### src/rtl/booth_pkg.sv
// Shared definitions for the Booth multiplier datapath and its downstream MAC stages.
package booth_pkg;

    localparam int unsigned N_DEFAULT     = 32;
    localparam int unsigned GUARD_DEFAULT = 8;
    localparam int unsigned CNT_W         = 16;

    typedef enum logic [1:0] {
        IDLE,
        ACCUM,
        HOLD
    } state_t;

    function automatic int unsigned acc_width(input int unsigned n, input int unsigned guard);
        return 2 * n + guard;
    endfunction

    localparam int unsigned ACC_W_DEFAULT = acc_width(N_DEFAULT, GUARD_DEFAULT);

    localparam logic [ACC_W_DEFAULT-1:0] ACC_MAX_DEFAULT = {1'b0, {(ACC_W_DEFAULT-1){1'b1}}};
    localparam logic [ACC_W_DEFAULT-1:0] ACC_MIN_DEFAULT = {1'b1, {(ACC_W_DEFAULT-1){1'b0}}};

endpackage

### src/rtl/booth_product_accumulator_if.sv
// Product-in / result-out handshake bundle for the product accumulator.
interface booth_product_accumulator_if
    import booth_pkg::*;
#(
    parameter int unsigned N     = N_DEFAULT,
    parameter int unsigned GUARD = GUARD_DEFAULT
);
    localparam int unsigned ACC_W = acc_width(N, GUARD);

    logic               in_valid;
    logic               in_ready;
    logic [2*N-1:0]     in_product;
    logic               in_last;
    logic               out_valid;
    logic               out_ready;
    logic [ACC_W-1:0]   out_sum;
    logic [CNT_W-1:0]   out_count;
    logic               out_overflow;

    modport slave (
        input  in_valid, in_product, in_last, out_ready,
        output in_ready, out_valid, out_sum, out_count, out_overflow
    );

    modport master (
        output in_valid, in_product, in_last, out_ready,
        input  in_ready, out_valid, out_sum, out_count, out_overflow
    );

endinterface

### src/rtl/booth_sat_add.sv
// Combinational ACC_W signed adder with overflow detect and optional clamp.
module booth_sat_add #(
    parameter int unsigned ACC_W    = 72,
    parameter bit          SATURATE = 1'b1
) (
    input  logic [ACC_W-1:0] a_i,
    input  logic [ACC_W-1:0] b_i,
    output logic [ACC_W-1:0] res_o,
    output logic             ovf_o
);

    logic [ACC_W-1:0] sum;
    logic [ACC_W-1:0] clamp;

    assign sum   = a_i + b_i;
    assign ovf_o = (a_i[ACC_W-1] == b_i[ACC_W-1]) && (sum[ACC_W-1] != a_i[ACC_W-1]);

    // On overflow both operands share a sign, which is also the sign of the true sum.
    assign clamp = a_i[ACC_W-1] ? {1'b1, {(ACC_W-1){1'b0}}} : {1'b0, {(ACC_W-1){1'b1}}};
    assign res_o = (SATURATE && ovf_o) ? clamp : sum;

endmodule

### src/rtl/booth_product_accumulator.sv
// Sums groups of signed Booth products (closed by in_last) into a guard-extended
// accumulator and presents one result per group with beat count and overflow flag.
module booth_product_accumulator
    import booth_pkg::*;
#(
    parameter int unsigned N        = N_DEFAULT,
    parameter int unsigned GUARD    = GUARD_DEFAULT,
    parameter bit          SATURATE = 1'b1
) (
    input  logic                        clk,
    input  logic                        rst,
    booth_product_accumulator_if.slave  bus
);

    localparam int unsigned ACC_W = acc_width(N, GUARD);
    localparam int unsigned PW    = 2 * N;

    state_t             state_q, state_d;
    logic [ACC_W-1:0]   acc_q, acc_d;
    logic [CNT_W-1:0]   cnt_q, cnt_d;
    logic               ovf_q, ovf_d;
    logic [ACC_W-1:0]   sum_q, sum_d;
    logic [CNT_W-1:0]   count_q, count_d;
    logic               oflow_q, oflow_d;

    logic               accept;
    logic [ACC_W-1:0]   prod_ext;
    logic [ACC_W-1:0]   add_res;
    logic               add_ovf;
    logic [ACC_W-1:0]   acc_beat;
    logic [CNT_W-1:0]   cnt_inc;

    assign prod_ext = {{GUARD{bus.in_product[PW-1]}}, bus.in_product};

    booth_sat_add #(
        .ACC_W    (ACC_W),
        .SATURATE (SATURATE)
    ) u_add (
        .a_i   (acc_q),
        .b_i   (prod_ext),
        .res_o (add_res),
        .ovf_o (add_ovf)
    );

    // Once a saturating group has clamped, further beats only advance the count.
    assign acc_beat = (SATURATE && ovf_q) ? acc_q : add_res;
    assign cnt_inc  = (cnt_q == '1) ? cnt_q : cnt_q + 1'b1;

    assign bus.in_ready     = (state_q != HOLD);
    assign bus.out_valid    = (state_q == HOLD);
    assign bus.out_sum      = sum_q;
    assign bus.out_count    = count_q;
    assign bus.out_overflow = oflow_q;

    assign accept = bus.in_valid && (state_q != HOLD);

    always_comb begin
        state_d = state_q;
        acc_d   = acc_q;
        cnt_d   = cnt_q;
        ovf_d   = ovf_q;
        sum_d   = sum_q;
        count_d = count_q;
        oflow_d = oflow_q;
        unique case (state_q)
            IDLE, ACCUM: begin
                if (accept) begin
                    if (bus.in_last) begin
                        state_d = HOLD;
                        sum_d   = acc_beat;
                        count_d = cnt_inc;
                        oflow_d = ovf_q | add_ovf;
                        acc_d   = '0;
                        cnt_d   = '0;
                        ovf_d   = 1'b0;
                    end else begin
                        state_d = ACCUM;
                        acc_d   = acc_beat;
                        cnt_d   = cnt_inc;
                        ovf_d   = ovf_q | add_ovf;
                    end
                end
            end
            HOLD: begin
                if (bus.out_ready) begin
                    state_d = IDLE;
                end
            end
            default: state_d = IDLE;
        endcase
    end

    always_ff @(posedge clk) begin
        if (rst) begin
            state_q <= IDLE;
            acc_q   <= '0;
            cnt_q   <= '0;
            ovf_q   <= 1'b0;
            sum_q   <= '0;
            count_q <= '0;
            oflow_q <= 1'b0;
        end else begin
            state_q <= state_d;
            acc_q   <= acc_d;
            cnt_q   <= cnt_d;
            ovf_q   <= ovf_d;
            sum_q   <= sum_d;
            count_q <= count_d;
            oflow_q <= oflow_d;
        end
    end

endmodule

### src/flat_wrapper.sv
// flat-port wrapper written by rule: the top's interface ports become plain ports
module booth_product_accumulator_flat import booth_pkg::*;
#(
    parameter int unsigned N        = N_DEFAULT,
    parameter int unsigned GUARD    = GUARD_DEFAULT,
    parameter bit          SATURATE = 1'b1
)
  (clk, rst, bus_in_valid, bus_in_product, bus_in_last, bus_out_ready, bus_in_ready, bus_out_valid, bus_out_sum, bus_out_count, bus_out_overflow);
  booth_product_accumulator_if #(.N(N), .GUARD(GUARD)) bus_i ();
  input  logic clk;
  input  logic rst;
  input wire logic [$bits(bus_i.in_valid)-1:0] bus_in_valid;
  input wire logic [$bits(bus_i.in_product)-1:0] bus_in_product;
  input wire logic [$bits(bus_i.in_last)-1:0] bus_in_last;
  input wire logic [$bits(bus_i.out_ready)-1:0] bus_out_ready;
  output wire logic [$bits(bus_i.in_ready)-1:0] bus_in_ready;
  output wire logic [$bits(bus_i.out_valid)-1:0] bus_out_valid;
  output wire logic [$bits(bus_i.out_sum)-1:0] bus_out_sum;
  output wire logic [$bits(bus_i.out_count)-1:0] bus_out_count;
  output wire logic [$bits(bus_i.out_overflow)-1:0] bus_out_overflow;
  assign bus_i.in_valid = bus_in_valid;
  assign bus_i.in_product = bus_in_product;
  assign bus_i.in_last = bus_in_last;
  assign bus_i.out_ready = bus_out_ready;
  assign bus_in_ready = bus_i.in_ready;
  assign bus_out_valid = bus_i.out_valid;
  assign bus_out_sum = bus_i.out_sum;
  assign bus_out_count = bus_i.out_count;
  assign bus_out_overflow = bus_i.out_overflow;
  booth_product_accumulator #(.N(N), .GUARD(GUARD), .SATURATE(SATURATE)) u_core (.clk(clk), .rst(rst), .bus(bus_i));
endmodule
### config.mk
export PLATFORM = sky130hd
export DESIGN_NAME = booth_product_accumulator_flat
export DESIGN_NICKNAME = d
export VERILOG_FILES = /design/src/rtl/booth_pkg.sv /design/src/rtl/booth_product_accumulator_if.sv /design/src/rtl/booth_sat_add.sv /design/src/rtl/booth_product_accumulator.sv /design/src/flat_wrapper.sv
export SDC_FILE = /design/constraint.sdc
export NUM_CORES = 1
export LEC_CHECK = 0
export ABC_AREA = 1
export CORE_UTILIZATION = 38
export DETAILED_ROUTE_END_ITERATION = 8
export PLACE_DENSITY_LB_ADDON = 0.1
export RECOVER_POWER = 100
export SYNTH_ARGS = -nofsm -noshare
export SYNTH_HDL_FRONTEND = slang
export SYNTH_SLANG_ARGS = --single-unit
### constraint.sdc
create_clock -name clk -period 3.4 [get_ports clk]
set_input_delay 0.68 -clock clk [delete_from_list [all_inputs] [get_ports clk]]
set_output_delay 0.68 -clock clk [all_outputs]
set_load 0.01 [all_outputs]
==> results of run 1 <==
[flip-flops by register name, summed over array words and instances, names as in the netlist]
| register | count |
|---|---|
| u_core.state_q | 2 |
| u_core.acc_q | 72 |
| u_core.ovf_q | 1 |
| u_core.bus.out_sum | 72 |
| u_core.cnt_q | 16 |
| u_core.bus.out_overflow | 1 |
| u_core.bus.out_count | 16 |
[logic make-up (layout without fill, tap and decap cells)]
logic type / after synthesis / in the layout / synth area share [%]
AOI/OAI and AO/OA: 460 / 460 / 19.35
xor gates and xnor gates: 50 / 50 / 2.992
DFF: 180 / 180 / 24.62
and+or+nand+nor: 1191 / 1191 / 34.95
adders and majority gates: 73 / 73 / 6.291
buffers and inverters: 422 / 746 / 11.80
[stage by stage]
step | setup TNS, ns | worst slack, ns | cell area, um^2 | total power [W]
after floorplan | 0 | 0.7430 | 14640 | 0.003677
after global placement | -5.138 | -0.1633 | 18140 | 0.004576
after detailed placement | -9.921 | -0.1939 | 18140 | 0.004589
after CTS | 0 | 0.3365 | 18720 | 0.006629
after global routing | 0 | 0.04683 | 18520 | 0.006864
final | 0 | 0.2463 | 18520 | 0.006477
[layout make-up]
cell class | instances | area [um^2] | area share [%]
multi-input cells | 1774 | 9146 | 49.39
flip-flops and latches | 180 | 3603 | 19.46
repair buffers | 369 | 3246 | 17.52
inverters | 345 | 1301 | 7.026
well taps | 511 | 639.4 | 3.452
clock buffers | 18 | 429.2 | 2.317
clock inverters | 14 | 155.1 | 0.8377
[worst min-delay path: stages (launching register included)]
cell and delay, ns:
dfxtp_1 0.33, nand2_1 0.06, a21oi_1 0.05
[routing by layer]
metal | track usage [%] | share of wire [%] | vias up | wire, um
met5 | 0 | 0 | - | 0
met4 | 10.13 | 2.9 | 0 | 1544
met3 | 4.616 | 3.9 | 61 | 2112
met2 | 47.45 | 46 | 293 | 24920
met1 | 37.05 | 47 | 7248 | 25410
li1 | - | - | 8143 | -
[where the power goes]
group | internal (W) | switching [W] | total (W) | leakage (nW)
Sequential | 0.00224 | 0.0000888 | 0.00233 | 1.47
Clock | 0.000981 | 0.00104 | 0.00202 | 0.280
Combinational | 0.000892 | 0.00123 | 0.00212 | 7.79
[cell usage after synthesis (all sizes together), types with 2 or more instances]
cell type,number
nand3,105
buf,21
a21oi,204
o21a,2
or2,27
nand4,30
nor4,5
xor2,18
clkbuf,56
o21bai,73
o21ai,177
nor3,17
inv,345
nand3b,13
xnor2,32
ha,72
dfxtp,180
nor2,163
nand2,831
[how the worst max path moves through the flow]
stage	start	end	slack (ns)	cells past startpoint
floorplan	bus_in_product[58]	u_core.bus.out_sum[34]$_SDFFE_PP0P_	0.74	17
global placement	bus_in_product[42]	u_core.acc_q[68]$_SDFFE_PP0P_	-0.16	17
detailed placement	bus_in_product[63]	u_core.acc_q[68]$_SDFFE_PP0P_	-0.19	17
CTS	bus_in_product[63]	u_core.acc_q[48]$_SDFFE_PP0P_	0.34	16
global route	bus_in_product[63]	u_core.bus.out_sum[7]$_SDFFE_PP0P_	0.05	16
finish	bus_in_product[63]	u_core.acc_q[5]$_SDFFE_PP0P_	0.25	16
==> results.json, run 1 <==
{
  "grtUsageTotal_pct": 28.54,
  "post_cts_resized": 0,
  "h-tree-depth": 4,
  "slowest_stage": "clkdlybuf4s50_1",
  "hold_path_class": "reg2reg",
  "synth_nets": 2518,
  "status": "complete, but fails checks",
  "grt_pass1_vias": 15510,
  "via_count": 15750,
  "die_h_um": 198.3,
  "hold_ws_ns": 0.4839,
  "seq_area_frac_synth_pct": 24.62,
  "crit_type": "in2reg",
  "cts.root.buffer_cell": "clkbuf_16",
  "path_delay_family": "buffers and inverters",
  "cp.arrival_ns": 3.51,
  "maxCapViolCount": 1,
  "rows": 71,
  "worstPathRequired_ns": 3.76,
  "diodes": 0,
  "numPortBuffers": 159,
  "violations": "capacitance limit, slew limit",
  "drv_slew": 18,
  "routed_via_density": 4.903,
  "syn_inst": 2376,
  "clk_pin_slew_worst_paths_ns": 0.08,
  "crit-reg2reg-launch": "u_core.acc_q[52]$_SDFFE_PP0P_",
  "drc_errors": 0,
  "synthTopCellsByArea": "dfxtp_1 25%, nand2_1 19%, inv_1 8.5%, ha_1 6.2%, a21oi_1 5.9%",
  "clock_path_buffers": 2,
  "post_cts_buffers": 0,
  "cts_tree": "yes",
  "path_buf_inv": 4,
  "synth_edf_count": 0,
  "wl_um": 53990,
  "n_fill_cell": 4073,
  "cts_made_buffers": 17,
  "nNetsFinal": 2829,
  "min_to": "u_core.acc_q[8]$_SDFFE_PP0P_",
  "synth-seq-cells": 180,
  "grt-ovfl-total": 0,
  "reg2reg_slack_ns": 0.47,
  "slew_headroom_pct": -11.36,
  "fin_crit_ns": 3.154,
  "rsz0062_at_grt": "false",
  "p_leak_nw": 9.542,
  "synth_ff_type": "dfxtp_1",
  "worst_setup_path_end_kind": "register",
  "yosys.area.top_type_share_pct": 24.62,
  "r2r_end": "u_core.acc_q[5]$_SDFFE_PP0P_",
  "vdd_drop_max_v": 0.0004446,
  "layout_commonest_cell": "nand2_1",
  "clk_latency_ns": 0.51,
  "powerDensity_nw_per_um2": 349.7,
  "num_io_pins": 160,
  "cts.sinks": 180,
  "start_util_pct": 38.77,
  "worst_pin_slew_ns": 1.664,
  "hp-start": "u_core.acc_q[8]$_SDFFE_PP0P_",
  "synth_area_per_cell_um2": 6.161,
  "yosys.cell_types.count": 42,
  "antenna_found_initial": 1,
  "final_cell_mix": "781 x nand2_1, 329 x inv_1, 198 x buf_4",
  "yosysTopAreaCell": "dfxtp_1",
  "grt_max_degree": 121,
  "drive_gt1_share_pct": 15.04,
  "grt_pass1_wl_um": 84860,
  "ant_nets": 0,
  "gp_congestion": 0.9523,
  "path_cells": "clkdlybuf4s50_1, buf_4, ha_1, a21oi_1, nor2_1, o21ai_0, nand3_1, nor2_1, nand2_1, nand2_4, nand2_4, inv_2, buf_6, o21ai_1, nand3_1, a21oi_1",
  "fmax_mhz": 317.1,
  "die_width_um": 198.3,
  "final_hold_viol_count": 0,
  "final_cell_count_no_fill": 3211,
  "fin_util_pct": 49.05,
  "yosys_warnings": 0,
  "die-area_um2": 39310,
  "min_delay_path_depth": 2,
  "firstDrtPassIters": 5,
  "place_hpwl_um": 43320,
  "max_stage_delay_ns": 0.41,
  "finalSetupViolCount": 0,
  "post_synth_instance_area_um2": 14640,
  "wl_per_cell_um": 16.81,
  "placed_cells": 3179,
  "drt_iter0_drc": 872,
  "coreArea_um2": 37760,
  "syn2layout_area_growth_pct": 26.52,
  "synth-async-reset-ratio_pct": 0,
  "finalCritPeriodShare_pct": 92.76,
  "ctsHoldBuffers": 0,
  "fin_skew_ns": 0.02070,
  "rr_worst_depth": 17,
  "critPathLaunchType": "primary input",
  "cp_max_fo": 29
}
(Power assumes the default switching activity.)
==> run 2, diff against run 1 <==
Settings changed: CTS_CLUSTER_DIAMETER from default to 80.
==> results of run 2 <==
Final layout, timing and power as in run 1 (identical DEF).
==> run 3, diff against run 2 <==
Settings changed: CTS_CLUSTER_SIZE from default to 20.
==> results of run 3 <==
Final layout, timing and power as in run 1 (identical DEF).
